**config.mk**
```make
export PLATFORM = sky130hd
export DESIGN_NAME = axi4_rd_arbiter_flat
export DESIGN_NICKNAME = d
export VERILOG_FILES = /design/src/rtl/axi4_rd_arbiter_if.sv /design/src/rtl/axi4_rd_arbiter.sv /design/src/flat_wrapper.sv
export SDC_FILE = /design/constraint.sdc
export NUM_CORES = 1
export LEC_CHECK = 0
export ABC_CLOCK_PERIOD_IN_PS = 4600
export BUFFER_PORTS_ARGS = -buffer_cell sky130_fd_sc_hd__buf_4
export CORE_AREA = 3 3 232 234
export CTS_CLUSTER_SIZE = 8
export DETAILED_ROUTE_END_ITERATION = 10
export DIE_AREA = 0 0 235 237
export PLACE_DENSITY = 0.3
export SYNTH_ARGS = -nofsm -noshare
export SYNTH_HDL_FRONTEND = slang
export SYNTH_SLANG_ARGS = --single-unit
```
**constraint.sdc**
```tcl
create_clock -name clk -period 4.6 [get_ports clk]
set_input_delay 0.92 -clock clk [delete_from_list [all_inputs] [get_ports clk]]
set_output_delay 0.92 -clock clk [all_outputs]
set_load 0.005 [all_outputs]
```
**src/rtl/axi4_rd_arbiter_if.sv**
```systemverilog
// Bus bundle for the two-requester AXI4 read arbiter: requester AR/R ports plus the shared master AR/R channel.
// The arbiter connects through 'master' (it masters the AXI bus); the surrounding system uses 'slave'.
interface axi4_rd_arbiter_if #(
   parameter int AW  = 49,
   parameter int DW  = 128,
   parameter int IDW = 6
);
   logic [AW-1:0]  rq0_araddr;
   logic [7:0]     rq0_arlen;
   logic           rq0_arvalid;
   logic           rq0_arready;
   logic [DW-1:0]  rq0_rdata;
   logic [1:0]     rq0_rresp;
   logic           rq0_rlast;
   logic           rq0_rvalid;
   logic           rq0_rready;
   logic [3:0]     rq0_outst;

   logic [AW-1:0]  rq1_araddr;
   logic [7:0]     rq1_arlen;
   logic           rq1_arvalid;
   logic           rq1_arready;
   logic [DW-1:0]  rq1_rdata;
   logic [1:0]     rq1_rresp;
   logic           rq1_rlast;
   logic           rq1_rvalid;
   logic           rq1_rready;
   logic [3:0]     rq1_outst;

   logic [IDW-1:0] m_arid;
   logic [AW-1:0]  m_araddr;
   logic [7:0]     m_arlen;
   logic [2:0]     m_arsize;
   logic [1:0]     m_arburst;
   logic           m_arvalid;
   logic           m_arready;
   logic [IDW-1:0] m_rid;
   logic [DW-1:0]  m_rdata;
   logic [1:0]     m_rresp;
   logic           m_rlast;
   logic           m_rvalid;
   logic           m_rready;
   logic           rid_err;

   modport master (
      input  rq0_araddr, rq0_arlen, rq0_arvalid, rq0_rready,
      output rq0_arready, rq0_rdata, rq0_rresp, rq0_rlast, rq0_rvalid, rq0_outst,
      input  rq1_araddr, rq1_arlen, rq1_arvalid, rq1_rready,
      output rq1_arready, rq1_rdata, rq1_rresp, rq1_rlast, rq1_rvalid, rq1_outst,
      output m_arid, m_araddr, m_arlen, m_arsize, m_arburst, m_arvalid,
      input  m_arready,
      input  m_rid, m_rdata, m_rresp, m_rlast, m_rvalid,
      output m_rready, rid_err
   );

   modport slave (
      output rq0_araddr, rq0_arlen, rq0_arvalid, rq0_rready,
      input  rq0_arready, rq0_rdata, rq0_rresp, rq0_rlast, rq0_rvalid, rq0_outst,
      output rq1_araddr, rq1_arlen, rq1_arvalid, rq1_rready,
      input  rq1_arready, rq1_rdata, rq1_rresp, rq1_rlast, rq1_rvalid, rq1_outst,
      input  m_arid, m_araddr, m_arlen, m_arsize, m_arburst, m_arvalid,
      output m_arready,
      output m_rid, m_rdata, m_rresp, m_rlast, m_rvalid,
      input  m_rready, rid_err
   );
endinterface

```
**src/rtl/axi4_rd_arbiter.sv**
```systemverilog
// Round-robin sharing of one AXI4 read channel between two requesters, with ID-tagged R routing
// and a per-requester cap on outstanding bursts.
module axi4_rd_arbiter #(
   parameter int AW        = 49,
   parameter int DW        = 128,
   parameter int IDW       = 6,
   parameter int MAX_OUTST = 4
) (
   input  logic              clk,
   input  logic              rst_n,
   axi4_rd_arbiter_if.master bus
);
   localparam logic [3:0] MAX_CNT = 4'(MAX_OUTST);

   logic           m_arvalid_q;
   logic [AW-1:0]  m_araddr_q;
   logic [7:0]     m_arlen_q;
   logic [IDW-1:0] m_arid_q;
   logic           last_grant_q;
   logic           rid_err_q;
   logic           rid_err_d;

   logic           slot_free;
   logic           rid_bad;
   logic           r_last_hs;
   logic [1:0]     rq_arvalid;
   logic [1:0]     rq_rready;
   logic [1:0]     elig;
   logic [1:0]     grant;
   logic [1:0]     route;
   logic [1:0]     r_dec;
   logic [1:0]     underflow;
   logic [1:0][3:0] outst_all;

   assign rq_arvalid = {bus.rq1_arvalid, bus.rq0_arvalid};
   assign rq_rready  = {bus.rq1_rready,  bus.rq0_rready};

   assign slot_free = ~m_arvalid_q | bus.m_arready;

   // On a tie the requester that did not win last time gets the slot.
   assign grant[0] = slot_free & elig[0] & (~elig[1] | last_grant_q);
   assign grant[1] = slot_free & elig[1] & (~elig[0] | ~last_grant_q);

   assign route[0] = (bus.m_rid == IDW'(0));
   assign route[1] = (bus.m_rid == IDW'(1));
   assign rid_bad  = ~|route;

   // Beats with an unknown ID are sunk so a misbehaving slave cannot wedge the channel.
   assign bus.m_rready = route[0] ? rq_rready[0] : (route[1] ? rq_rready[1] : 1'b1);
   assign r_last_hs    = bus.m_rvalid & bus.m_rready & bus.m_rlast;

   genvar gi;
   generate
      for (gi = 0; gi < 2; gi++) begin : g_req
         logic [3:0] cnt_q;
         logic [3:0] cnt_d;

         assign elig[gi]      = rq_arvalid[gi] & (cnt_q < MAX_CNT);
         assign r_dec[gi]     = r_last_hs & route[gi];
         assign underflow[gi] = r_dec[gi] & (cnt_q == 4'd0);
         assign outst_all[gi] = cnt_q;

         always_comb begin
            cnt_d = cnt_q;
            if (grant[gi] & ~r_dec[gi])
               cnt_d = cnt_q + 4'd1;
            else if (~grant[gi] & r_dec[gi] & ~underflow[gi])
               cnt_d = cnt_q - 4'd1;
         end

         always_ff @(posedge clk or negedge rst_n) begin
            if (!rst_n) cnt_q <= 4'd0;
            else        cnt_q <= cnt_d;
         end
      end
   endgenerate

   assign rid_err_d = rid_err_q | (bus.m_rvalid & rid_bad) | (|underflow);

   always_ff @(posedge clk or negedge rst_n) begin
      if (!rst_n) begin
         m_arvalid_q  <= 1'b0;
         m_araddr_q   <= '0;
         m_arlen_q    <= '0;
         m_arid_q     <= '0;
         last_grant_q <= 1'b1;
         rid_err_q    <= 1'b0;
      end else begin
         rid_err_q <= rid_err_d;
         if (slot_free) begin
            if (|grant) begin
               m_arvalid_q  <= 1'b1;
               m_araddr_q   <= grant[1] ? bus.rq1_araddr : bus.rq0_araddr;
               m_arlen_q    <= grant[1] ? bus.rq1_arlen  : bus.rq0_arlen;
               m_arid_q     <= grant[1] ? IDW'(1) : IDW'(0);
               last_grant_q <= grant[1];
            end else begin
               m_arvalid_q <= 1'b0;
            end
         end
      end
   end

   assign bus.rq0_arready = grant[0];
   assign bus.rq1_arready = grant[1];
   assign bus.rq0_outst   = outst_all[0];
   assign bus.rq1_outst   = outst_all[1];

   assign bus.rq0_rvalid  = bus.m_rvalid & route[0];
   assign bus.rq1_rvalid  = bus.m_rvalid & route[1];
   assign bus.rq0_rdata   = bus.m_rdata;
   assign bus.rq1_rdata   = bus.m_rdata;
   assign bus.rq0_rresp   = bus.m_rresp;
   assign bus.rq1_rresp   = bus.m_rresp;
   assign bus.rq0_rlast   = bus.m_rlast;
   assign bus.rq1_rlast   = bus.m_rlast;

   assign bus.m_arvalid   = m_arvalid_q;
   assign bus.m_araddr    = m_araddr_q;
   assign bus.m_arlen     = m_arlen_q;
   assign bus.m_arid      = m_arid_q;
   assign bus.m_arsize    = 3'b100;
   assign bus.m_arburst   = 2'b01;
   assign bus.rid_err     = rid_err_q;
endmodule

```
**src/flat_wrapper.sv**
```systemverilog
// flat-port wrapper written by rule: the top's interface ports become plain ports
module axi4_rd_arbiter_flat 
#(
   parameter int AW        = 49,
   parameter int DW        = 128,
   parameter int IDW       = 6,
   parameter int MAX_OUTST = 4
)
  (clk, rst_n, bus_rq0_araddr, bus_rq0_arlen, bus_rq0_arvalid, bus_rq0_rready, bus_rq0_arready, bus_rq0_rdata, bus_rq0_rresp, bus_rq0_rlast, bus_rq0_rvalid, bus_rq0_outst, bus_rq1_araddr, bus_rq1_arlen, bus_rq1_arvalid, bus_rq1_rready, bus_rq1_arready, bus_rq1_rdata, bus_rq1_rresp, bus_rq1_rlast, bus_rq1_rvalid, bus_rq1_outst, bus_m_arid, bus_m_araddr, bus_m_arlen, bus_m_arsize, bus_m_arburst, bus_m_arvalid, bus_m_arready, bus_m_rid, bus_m_rdata, bus_m_rresp, bus_m_rlast, bus_m_rvalid, bus_m_rready, bus_rid_err);
  axi4_rd_arbiter_if #(.AW(AW), .DW(DW), .IDW(IDW)) bus_i ();
  input  logic clk;
  input  logic rst_n;
  input wire logic [$bits(bus_i.rq0_araddr)-1:0] bus_rq0_araddr;
  input wire logic [$bits(bus_i.rq0_arlen)-1:0] bus_rq0_arlen;
  input wire logic [$bits(bus_i.rq0_arvalid)-1:0] bus_rq0_arvalid;
  input wire logic [$bits(bus_i.rq0_rready)-1:0] bus_rq0_rready;
  output wire logic [$bits(bus_i.rq0_arready)-1:0] bus_rq0_arready;
  output wire logic [$bits(bus_i.rq0_rdata)-1:0] bus_rq0_rdata;
  output wire logic [$bits(bus_i.rq0_rresp)-1:0] bus_rq0_rresp;
  output wire logic [$bits(bus_i.rq0_rlast)-1:0] bus_rq0_rlast;
  output wire logic [$bits(bus_i.rq0_rvalid)-1:0] bus_rq0_rvalid;
  output wire logic [$bits(bus_i.rq0_outst)-1:0] bus_rq0_outst;
  input wire logic [$bits(bus_i.rq1_araddr)-1:0] bus_rq1_araddr;
  input wire logic [$bits(bus_i.rq1_arlen)-1:0] bus_rq1_arlen;
  input wire logic [$bits(bus_i.rq1_arvalid)-1:0] bus_rq1_arvalid;
  input wire logic [$bits(bus_i.rq1_rready)-1:0] bus_rq1_rready;
  output wire logic [$bits(bus_i.rq1_arready)-1:0] bus_rq1_arready;
  output wire logic [$bits(bus_i.rq1_rdata)-1:0] bus_rq1_rdata;
  output wire logic [$bits(bus_i.rq1_rresp)-1:0] bus_rq1_rresp;
  output wire logic [$bits(bus_i.rq1_rlast)-1:0] bus_rq1_rlast;
  output wire logic [$bits(bus_i.rq1_rvalid)-1:0] bus_rq1_rvalid;
  output wire logic [$bits(bus_i.rq1_outst)-1:0] bus_rq1_outst;
  output wire logic [$bits(bus_i.m_arid)-1:0] bus_m_arid;
  output wire logic [$bits(bus_i.m_araddr)-1:0] bus_m_araddr;
  output wire logic [$bits(bus_i.m_arlen)-1:0] bus_m_arlen;
  output wire logic [$bits(bus_i.m_arsize)-1:0] bus_m_arsize;
  output wire logic [$bits(bus_i.m_arburst)-1:0] bus_m_arburst;
  output wire logic [$bits(bus_i.m_arvalid)-1:0] bus_m_arvalid;
  input wire logic [$bits(bus_i.m_arready)-1:0] bus_m_arready;
  input wire logic [$bits(bus_i.m_rid)-1:0] bus_m_rid;
  input wire logic [$bits(bus_i.m_rdata)-1:0] bus_m_rdata;
  input wire logic [$bits(bus_i.m_rresp)-1:0] bus_m_rresp;
  input wire logic [$bits(bus_i.m_rlast)-1:0] bus_m_rlast;
  input wire logic [$bits(bus_i.m_rvalid)-1:0] bus_m_rvalid;
  output wire logic [$bits(bus_i.m_rready)-1:0] bus_m_rready;
  output wire logic [$bits(bus_i.rid_err)-1:0] bus_rid_err;
  assign bus_i.rq0_araddr = bus_rq0_araddr;
  assign bus_i.rq0_arlen = bus_rq0_arlen;
  assign bus_i.rq0_arvalid = bus_rq0_arvalid;
  assign bus_i.rq0_rready = bus_rq0_rready;
  assign bus_rq0_arready = bus_i.rq0_arready;
  assign bus_rq0_rdata = bus_i.rq0_rdata;
  assign bus_rq0_rresp = bus_i.rq0_rresp;
  assign bus_rq0_rlast = bus_i.rq0_rlast;
  assign bus_rq0_rvalid = bus_i.rq0_rvalid;
  assign bus_rq0_outst = bus_i.rq0_outst;
  assign bus_i.rq1_araddr = bus_rq1_araddr;
  assign bus_i.rq1_arlen = bus_rq1_arlen;
  assign bus_i.rq1_arvalid = bus_rq1_arvalid;
  assign bus_i.rq1_rready = bus_rq1_rready;
  assign bus_rq1_arready = bus_i.rq1_arready;
  assign bus_rq1_rdata = bus_i.rq1_rdata;
  assign bus_rq1_rresp = bus_i.rq1_rresp;
  assign bus_rq1_rlast = bus_i.rq1_rlast;
  assign bus_rq1_rvalid = bus_i.rq1_rvalid;
  assign bus_rq1_outst = bus_i.rq1_outst;
  assign bus_m_arid = bus_i.m_arid;
  assign bus_m_araddr = bus_i.m_araddr;
  assign bus_m_arlen = bus_i.m_arlen;
  assign bus_m_arsize = bus_i.m_arsize;
  assign bus_m_arburst = bus_i.m_arburst;
  assign bus_m_arvalid = bus_i.m_arvalid;
  assign bus_i.m_arready = bus_m_arready;
  assign bus_i.m_rid = bus_m_rid;
  assign bus_i.m_rdata = bus_m_rdata;
  assign bus_i.m_rresp = bus_m_rresp;
  assign bus_i.m_rlast = bus_m_rlast;
  assign bus_i.m_rvalid = bus_m_rvalid;
  assign bus_m_rready = bus_i.m_rready;
  assign bus_rid_err = bus_i.rid_err;
  axi4_rd_arbiter #(.AW(AW), .DW(DW), .IDW(IDW), .MAX_OUTST(MAX_OUTST)) u_core (.clk(clk), .rst_n(rst_n), .bus(bus_i));
endmodule
```
* After elaboration in Yosys (flattened, before gate mapping)
Index checks and enable logic that the tools add are counted.
Widths: inputs -> output; s select.
** Cells by class
- Bitwise operators :: 36
- $lt $le $gt $ge :: 2
- Reductions and logical operators :: 10
- Eq/ne operators :: 1
- Add/sub/neg operators :: 4
- Mux-type cells :: 10
** Operators by type and width (number)
- $mux 49 :: 1
- $and 1x1->1 :: 21
- $mux 4 :: 4
- $not 1->1 :: 10
- $add 4x1->4 const B :: 2
- $logic_not 4->1 :: 2
- $lt 4x3->1 const B :: 2
- $mux 8 :: 1
- $sub 4x1->4 const B :: 2
- $eq 6x1->1 const B :: 1
- $logic_not 6->1 :: 1
- $reduce_or 2->1 :: 3
- $or 1x1->1 :: 5
- $mux 1 :: 4
- $reduce_bool 2->1 :: 2
- $reduce_and 2->1 :: 1
- $logic_not 1->1 :: 1
** Storage, ports and cells
- Register bits after elaboration :: 74
- Input bits :: 259
- Word-level logic and storage cells :: 71
- Output and inout bits :: 345

* Depth between registers and ports, before layout
Gate-level depths: netlist (run 1).
- Depth in word-level cells :: 11
- Gate-level depth with buffers :: 10
- Depth with buffers taken out :: 8

* Least setup slack after synthesis (run 1)
OpenSTA, ideal clock, no wires.
- Path type :: input to register
- From :: input bus_rq1_arvalid
- To :: register u_core.g_req[1].cnt_q[3], in the netlist u_core.bus.rq1_outst[3]
- Data arrival time :: 3595 ps
- Library setup time :: 71 ps
- Path slack :: 934 ps
- Required time :: 4529 ps
- Stages :: 10
- Path buffers :: 2
- Path through :: or3b_1 a311oi_1 clkbuf_1 clkbuf_1 nand2_1 ha_1 a21o_1 a21o_1 or4_1 nand4_1
** On the way
- Cells in the longest elaborated chain, start to end :: 7
- Elaborated cells on any way between the ends :: 9
- Those cells by class :: mux: 1; bitwise: 7; reduce/logical: 1
** Ends and longest elaborated chain
- start, declared :: line flat_wrapper.sv:25 : input wire logic [$bits(bus_i.rq1_arvalid)-1:0] bus_rq1_arvalid;
- $and 1x1->1 * :: line axi4_rd_arbiter.sv:58 : assign elig[gi] = rq_arvalid[gi] & (cnt_q < MAX_CNT);
- $and 1x1->1 * (2 in a row) :: line axi4_rd_arbiter.sv:42 : assign grant[1] = slot_free & elig[1] & (~elig[0] | ~last_grant_q);
- via bus_rq1_arready :: line flat_wrapper.sv:27 : output wire logic [$bits(bus_i.rq1_arready)-1:0] bus_rq1_arready;
- $not 1->1 :: line axi4_rd_arbiter.sv:67 : else if (~grant[gi] & r_dec[gi] & ~underflow[gi])
- $and 1x1->1 (2 in a row) :: line axi4_rd_arbiter.sv:67
- $reduce_bool 2->1 (no source line)
- end signal, assigned :: line axi4_rd_arbiter.sv:73 : else cnt_q <= cnt_d;
- end, declared :: line axi4_rd_arbiter.sv:55 : logic [3:0] cnt_q;
Mark *: on every way through the listed nets, which the timed path passes. The rest lies on a longest branch.
A chain may end at the register's enable or synchronous reset.

* Final worst setup path (run 1)
- From :: input bus_rq1_arvalid
- To :: output bus_rq0_arready
** On the way
- Cells in the longest elaborated chain, start to end :: 4
** Ends and longest elaborated chain
- $and 1x1->1 :: line axi4_rd_arbiter.sv:58
- $not 1->1 :: line axi4_rd_arbiter.sv:41 : assign grant[0] = slot_free & elig[0] & (~elig[1] | last_grant_q);
- $or 1x1->1 :: line axi4_rd_arbiter.sv:41
- $and 1x1->1 :: line axi4_rd_arbiter.sv:41
- end, declared :: line flat_wrapper.sv:17 : output wire logic [$bits(bus_i.rq0_arready)-1:0] bus_rq0_arready;
No other way between the ends.

==> impl_metrics.json, run 1 <==
{
  "die_w_um": 235,
  "syn-mean-instance-area_um2": 9.52,
  "place_area_um2": 5530,
  "hold_end": "u_core.bus.m_arid[0]",
  "num-fill-cells": 6002,
  "rows": 84,
  "synth_top_area_cell": "buf_4",
  "antenna_found_initial": 0,
  "reg2reg_to": "u_core.bus.rq1_outst[3]",
  "clock_latency_ns": 0.35,
  "yosysWarnings": 0,
  "hold_class": "reg -> reg",
  "crit_required_ns": 3.68,
  "final-max-slew-violation-count": 0,
  "setup_viol": 0,
  "cts_resized": 0,
  "r2r_setup_slack_ns": 1.79,
  "start_kind": "input pin",
  "worst_slack_ns": 1.37,
  "cts-htree-levels": 3,
  "post-route-drc-count": 0,
  "hold_viol": 0,
  "synth.area.mux_share": 0.0192,
  "grt_pass1_wl_mm": 29.7,
  "p_leak_nw": 2.74,
  "rr_worst_depth": 8,
  "synth_area_leaders": "buf_4 39%, dfrtp_1 33%, a222oi_1 11%",
  "via_per_inst": 2.97,
  "ys_seq_area_frac": 0.332,
  "hpwl_mm": 17.0,
  "relSlewSlack": 0.454,
  "synth_seq_cells": 69,
  "final_cell_area_um2": 5810,
  "grt.busiest_layer": "met2",
  "hold_buffers": 0,
  "overflow": 0,
  "ir_worst_vdd_v": 0.000196,
  "use_met2": 0.103,
  "p_per_area_nw_per_um2": 587,
  "drv_cap": 0,
  "synthCells": 546,
  "dr.pass1.iters": 10,
  "tns_ns": 0,
  "fin_skew_ns": 0.00911,
  "min_period_ns": 3.23,
  "grt_max_degree": 64,
  "final_cell_mix": "207 x buf_4, 68 x dfrtp_1, 57 x a222oi_1, 57 x inv_1, 10 x conb_1",
  "grt_pass1_vias": 3793,
  "cp_max_fo": 62,
  "port_buffers": 203,
  "synth_top_family_by_area": "buffers and inverters",
  "nNetsFinal": 743,
  "grt_use_met3": 0.0645,
  "mostFrequentLayoutCell": "buf_4",
  "cp_data_arrival_time_ns": 2.31,
  "pre_cts_slack_ns": 1.14,
  "core_area_um2": 52200,
  "die_area_um2": 55700,
  "post-route-util": 0.111,
  "antennaDiodeCount": 0,
  "cts_tree": "done",
  "synthXorXnorAreaFrac": 0.00674,
  "gp_congestion": 0.667,
  "root_buffer": "clkbuf_16",
  "num_vias": 3477,
  "drive_gt1_frac": 0.489,
  "fmax_ghz": 0.310,
  "worstSetupPathType": "in -> out",
  "end_kind": "output pin",
  "wire_per_inst_um": 18.5,
  "clkSinkCount": 69,
  "synth-simple-area-share": 0.0407,
  "hp-start": "u_core.bus.m_arid[0]",
  "synth-adder-area-share": 0.0173,
  "grt_use_met1": 0.0721,
  "ys.flop_type": "dfrtp_1",
  "post-cts-setup-buffers": 0,
  "hold-path-cell-count": 1,
  "track_usage": 0.0749,
  "routed_wl_mm": 21.7,
  "tightestPinTransition_ns": 0.819,
  "fp.dieH_um": 237,
  "drtIter0Drc": 304,
  "clkSlewWorstSetupHoldPaths_ns": 0.06,
  "synthArstFlopShare": 1.00,
  "synth_compound_area_frac": 0.131,
  "pin_count": 604,
  "ant_nets": 0,
  "synth_edf_count": 0,
  "synthToLayoutAreaGrowth_pct": 11.7,
  "yosysTopAreaCellShare": 0.393,
  "status": "completed",
  "syn-cell-area_um2": 5200,
  "clock_path_buffers": 2,
  "period_share": 0.702,
  "start_util": 0.0995,
  "synth_cell_type_count": 36,
  "cts_buffers": 9,
  "timing.rr.start": "u_core.bus.rq1_outst[3]",
  "rsz0062_at_grt": "false"
}
[registers in the layout, indices dropped and copies added, names as in the netlist]
register / cells
u_core.bus.m_arvalid: 1
u_core.last_grant_q: 1
u_core.bus.m_araddr: 49
u_core.bus.rq0_outst: 4
u_core.bus.m_arid: 1
u_core.bus.m_arlen: 8
u_core.bus.rq1_outst: 4
u_core.bus.rid_err: 1
[metal layers]
metal	wire length [µm]	part of all wire
met5	58	0.0027
met4	1320	0.061
met3	4230	0.19
met2	9020	0.42
met1	7070	0.33
[report_power, final]
group          internal, mW  switching (mW)
Sequential            0.911           0.250
Clock                 0.378           0.305
Combinational         0.840           0.724
[critical path, cell delays in order]
cell and delay (ns):
buf_4 0.11, or3b_1 0.25, o2111a_2 0.22, buf_4 0.55, buf_4 0.23
[area by class of cell]
type                            instances  area [µm²]  share of cell area
Multi-Input combinational cell        134        1180               0.202
Clock inverter                          6        38.8             0.00668
Sequential cell                        69        1730               0.297
Inverter                               57         214              0.0368
Tap cell                              688         861               0.148
Clock buffer                           10         239              0.0411
Timing Repair Buffer                  207        1550               0.267
[Yosys cell counts (2+ instances only)]
| cell | number |
|---|---|
| conb_1 | 2 |
| nor2_1 | 4 |
| a21oi_1 | 2 |
| a21o_1 | 7 |
| dfrtp_1 | 68 |
| mux2_4 | 6 |
| nand4_1 | 2 |
| ha_1 | 4 |
| or3_1 | 2 |
| inv_1 | 57 |
| clkbuf_1 | 21 |
| nand2b_1 | 2 |
| a222oi_1 | 57 |
| nor3_1 | 3 |
| nand2_1 | 7 |
| nand3_1 | 3 |
| or4_4 | 2 |
| buf_4 | 272 |
| xor2_1 | 2 |
| fa_1 | 2 |
| xnor2_1 | 2 |
| or4_1 | 3 |
| o211ai_1 | 2 |
| or3b_1 | 2 |
[stage by stage]
step | power, mW | hold slack (ns) | instances
floorplan | 2.08 | 0.461 | 554
global placement | 2.78 | 0.465 | 1155
detailed placement | 2.77 | 0.476 | 1155
CTS | 3.50 | 0.493 | 1171
global route | 3.72 | 0.516 | 1171
finish | 3.41 | 0.485 | 1171
[worst max-delay path by stage]
stage / start / to / slack, ns
after floorplan: bus_rq1_arvalid / u_core.bus.rq1_outst[3] / 0.93
after global placement: bus_m_rid[1] / u_core.bus.rq1_outst[3] / 1.17
after detailed placement: bus_m_rid[1] / u_core.bus.rq1_outst[3] / 1.14
after CTS: u_core.bus.rq0_outst[3] / bus_rq0_arready / 1.31
after global routing: u_core.bus.rq0_outst[3] / bus_rq0_arready / 1.22
final: bus_rq1_arvalid / bus_rq0_arready / 1.37
[kinds of logic after synthesis]
group / Yosys count
flip-flops: 69
XOR/XNOR: 4
adder cells (fa/ha/maj): 6
other: 2
AND/OR/NAND/NOR: 35
buffers and inverters: 351
multiplexers: 7
AO/OA/AOI/OAI: 72
(Power assumes the default switching activity.)
==> run 2: changes to the inputs <==
- ABC_AREA: default -> 1
- ABC_CLOCK_PERIOD_IN_PS: 4600 -> 2850
- clock period: 4.6 -> 2.85 ns (I/O delays scaled with it)
==> run 2 against run 1 <==
Compared with the run above:
- worst setup slack worse by 0.85 ns
- combinational power up 78%
- sequential share of layout area down 1.4 points
- non-clock buffer count up 4
- critical path type is now reg -> reg
==> impl_metrics.json, run 2 <==
{
  "via_per_inst": 3.00,
  "grt_pass1_wl_mm": 28.2,
  "gp_congestion": 0.718,
  "cp_max_fo": 8,
  "hold_buffers": 0,
  "ys_seq_area_frac": 0.311,
  "rsz0062_at_grt": "false",
  "fp.dieH_um": 237,
  "tns_ns": 0,
  "synthArstFlopShare": 1.00,
  "drv_cap": 0,
  "path_cells": "nor2_2 > nand2_2 > o21bai_1 > inv_1 > nand2_2 > ha_1 > nand2_1 > nor2_1 > a211oi_1 > nand3_1 > nand2_1 > nand2_1 > nand2_1 > nand2_1",
  "yosysWarnings": 0,
  "yosysTopAreaCellShare": 0.367,
  "antennaDiodeCount": 0,
  "cp.depth": 14,
  "grt_pass1_vias": 4316,
  "drtIter0Drc": 121,
  "finalNonFillerCells": 1328,
  "synth_edf_count": 0,
  "die_w_um": 235,
  "fin_skew_ns": 0.00869,
  "port_buffers": 203,
  "core_area_um2": 52200,
  "final-max-slew-violation-count": 0,
  "hold_viol": 0,
  "pin_count": 604,
  "start_kind": "flop",
  "crit_required_ns": 3.10,
  "clock_latency_ns": 0.37,
  "ir_worst_vdd_v": 0.000262,
  "post-synth-top-count-cell": "buf_4",
  "rr_worst_depth": 14,
  "slowest_delay_ns": 0.44,
  "p_leak_nw": 2.84,
  "critical_path.top_delay_family": "simple AND/OR/NAND/NOR gates",
  "period_share": 0.817,
  "min_period_ns": 2.33,
  "start_util": 0.106,
  "clock_path_buffers": 2,
  "cts_buffers": 9,
  "clkSlewWorstSetupHoldPaths_ns": 0.06,
  "p_per_area_nw_per_um2": 935,
  "overflow": 0,
  "cts_tree": "done",
  "synth_area_leaders": "buf_4 37%, dfrtp_1 31%, nand3_1 11%",
  "clkSinkCount": 69,
  "cts-htree-levels": 3,
  "place_inst": 1312,
  "synthCells": 701,
  "end_kind": "flop",
  "synth_top_area_cell": "buf_4",
  "rows": 84,
  "mostFrequentLayoutCell": "buf_4",
  "final_cell_mix": "210 x buf_4, 148 x nand2_1, 125 x nand3_1",
  "tightestPinTransition_ns": 0.851,
  "pre_cts_slack_ns": 0.165,
  "worst_slack_ns": 0.523,
  "cpMostUsedCell": "nand2_1",
  "num_vias": 3983,
  "ys.flop_type": "dfrtp_1",
  "syn-cell-area_um2": 5560,
  "fmax_ghz": 0.430,
  "nNetsFinal": 900,
  "die_area_um2": 55700,
  "hold_class": "in -> async",
  "post-route-drc-count": 0,
  "dr.pass1.iters": 4,
  "cp_data_arrival_time_ns": 2.58,
  "root_buffer": "clkbuf_16",
  "wire_per_inst_um": 14.8,
  "hpwl_mm": 14.6,
  "largest_register_ffs": 49,
  "status": "completed",
  "grt_max_degree": 61,
  "post-route-util": 0.117,
  "track_usage": 0.0698,
  "ant_nets": 0,
  "relSlewSlack": 0.432,
  "synth_seq_cells": 69,
  "setup_viol": 0,
  "routed_wl_mm": 19.6,
  "syn-mean-instance-area_um2": 7.93,
  "final_cell_area_um2": 6090,
  "synthToLayoutAreaGrowth_pct": 9.63,
  "antenna_found_initial": 0,
  "place_area_um2": 5830,
  "drive_gt1_frac": 0.378,
  "worstSetupPathType": "reg -> reg",
  "post-cts-setup-buffers": 0,
  "slowest_stage": "dfrtp_1",
  "synth_cell_type_count": 32,
  "synth_commonest_cells": "272 x buf_4, 148 x nand2_1, 125 x nand3_1",
  "cts_resized": 0,
  "crit_buf_inv": 1
}
-- run 2: cell types whose count changed after synthesis, sizes merged, moves of 7 or more --
cell,before,now
nand2,7,154
nand3,3,126
inv,57,20
clkbuf,21,5
a21o,7,0
a222oi,57,0
buf,273,291
-- run 2: worst reg2reg max path: cells and delay by family, from the launching register on --
kind | cells | cell delay, ns
buffers and inverters | 1 | 0.11
adder cells (fa/ha/maj) | 1 | 0.29
AND/OR/NAND/NOR | 10 | 0.86
AO/OA/AOI/OAI | 2 | 0.50
flip-flops | 1 | 0.44
-- run 2: power by group --
group	internal, mW	total, mW	leakage (nW)	switching [mW]
clock	0.584	1.09	0.129	0.507
sequential	1.49	1.83	0.825	0.341
combinational	1.27	2.77	1.88	1.50
-- run 2: path summary, 6_finish.rpt --
kind | from | endpoint | slack (ns)
setup / recovery | u_core.bus.rq1_outst[2] | u_core.bus.rq0_outst[3] | 0.52
max in group asynchronous | rst_n | u_core.bus.m_arlen[1] | 2.01
setup reg to reg | u_core.bus.rq1_outst[2] | u_core.bus.rq0_outst[3] | 0.52
min in group clk | bus_rq1_araddr[18] | u_core.bus.m_araddr[18] | 0.42
hold reg to reg | u_core.last_grant_q | u_core.last_grant_q | 0.48
hold / removal | rst_n | u_core.bus.m_araddr[21] | 0.19
-- run 2: layer usage --
layer / GRT usage / up-vias / part of all wire
li1: - / 1812 / -
met1: 0.0679 / 1792 / 0.35
met2: 0.110 / 293 / 0.47
met3: 0.0425 / 86 / 0.12
met4: 0.0475 / 0 / 0.058
met5: 0.00433 / - / 0
-- run 2: area by class of cell --
type | count | area, µm²
fillers | 6040 | 46100
flip-flops and latches | 69 | 1730
repair buffers | 211 | 1600
multi-input cells | 323 | 1570
well taps | 688 | 861
clock buffers | 11 | 233
inverters | 21 | 83.8
clock inverters | 5 | 27.5
-- run 2: cells by family after synthesis --
family / Yosys count / synth area share
buffers and inverters: 317 / 0.413
and+or+nand+nor: 297 / 0.243
DFF: 69 / 0.311
AOI/OAI and AO/OA: 8 / 0.0122
adders and majority gates: 6 / 0.0162
xor gates and xnor gates: 2 / 0.00315
other: 2 / 0.00135
-- run 2: metrics by stage --
stage	power [mW]	hold WS [ns]
after floorplan	3.58	0.274
after global placement	4.78	0.460
after detailed placement	4.76	0.473
after CTS	5.96	0.155
after global routing	6.32	0.208
final	5.70	0.194
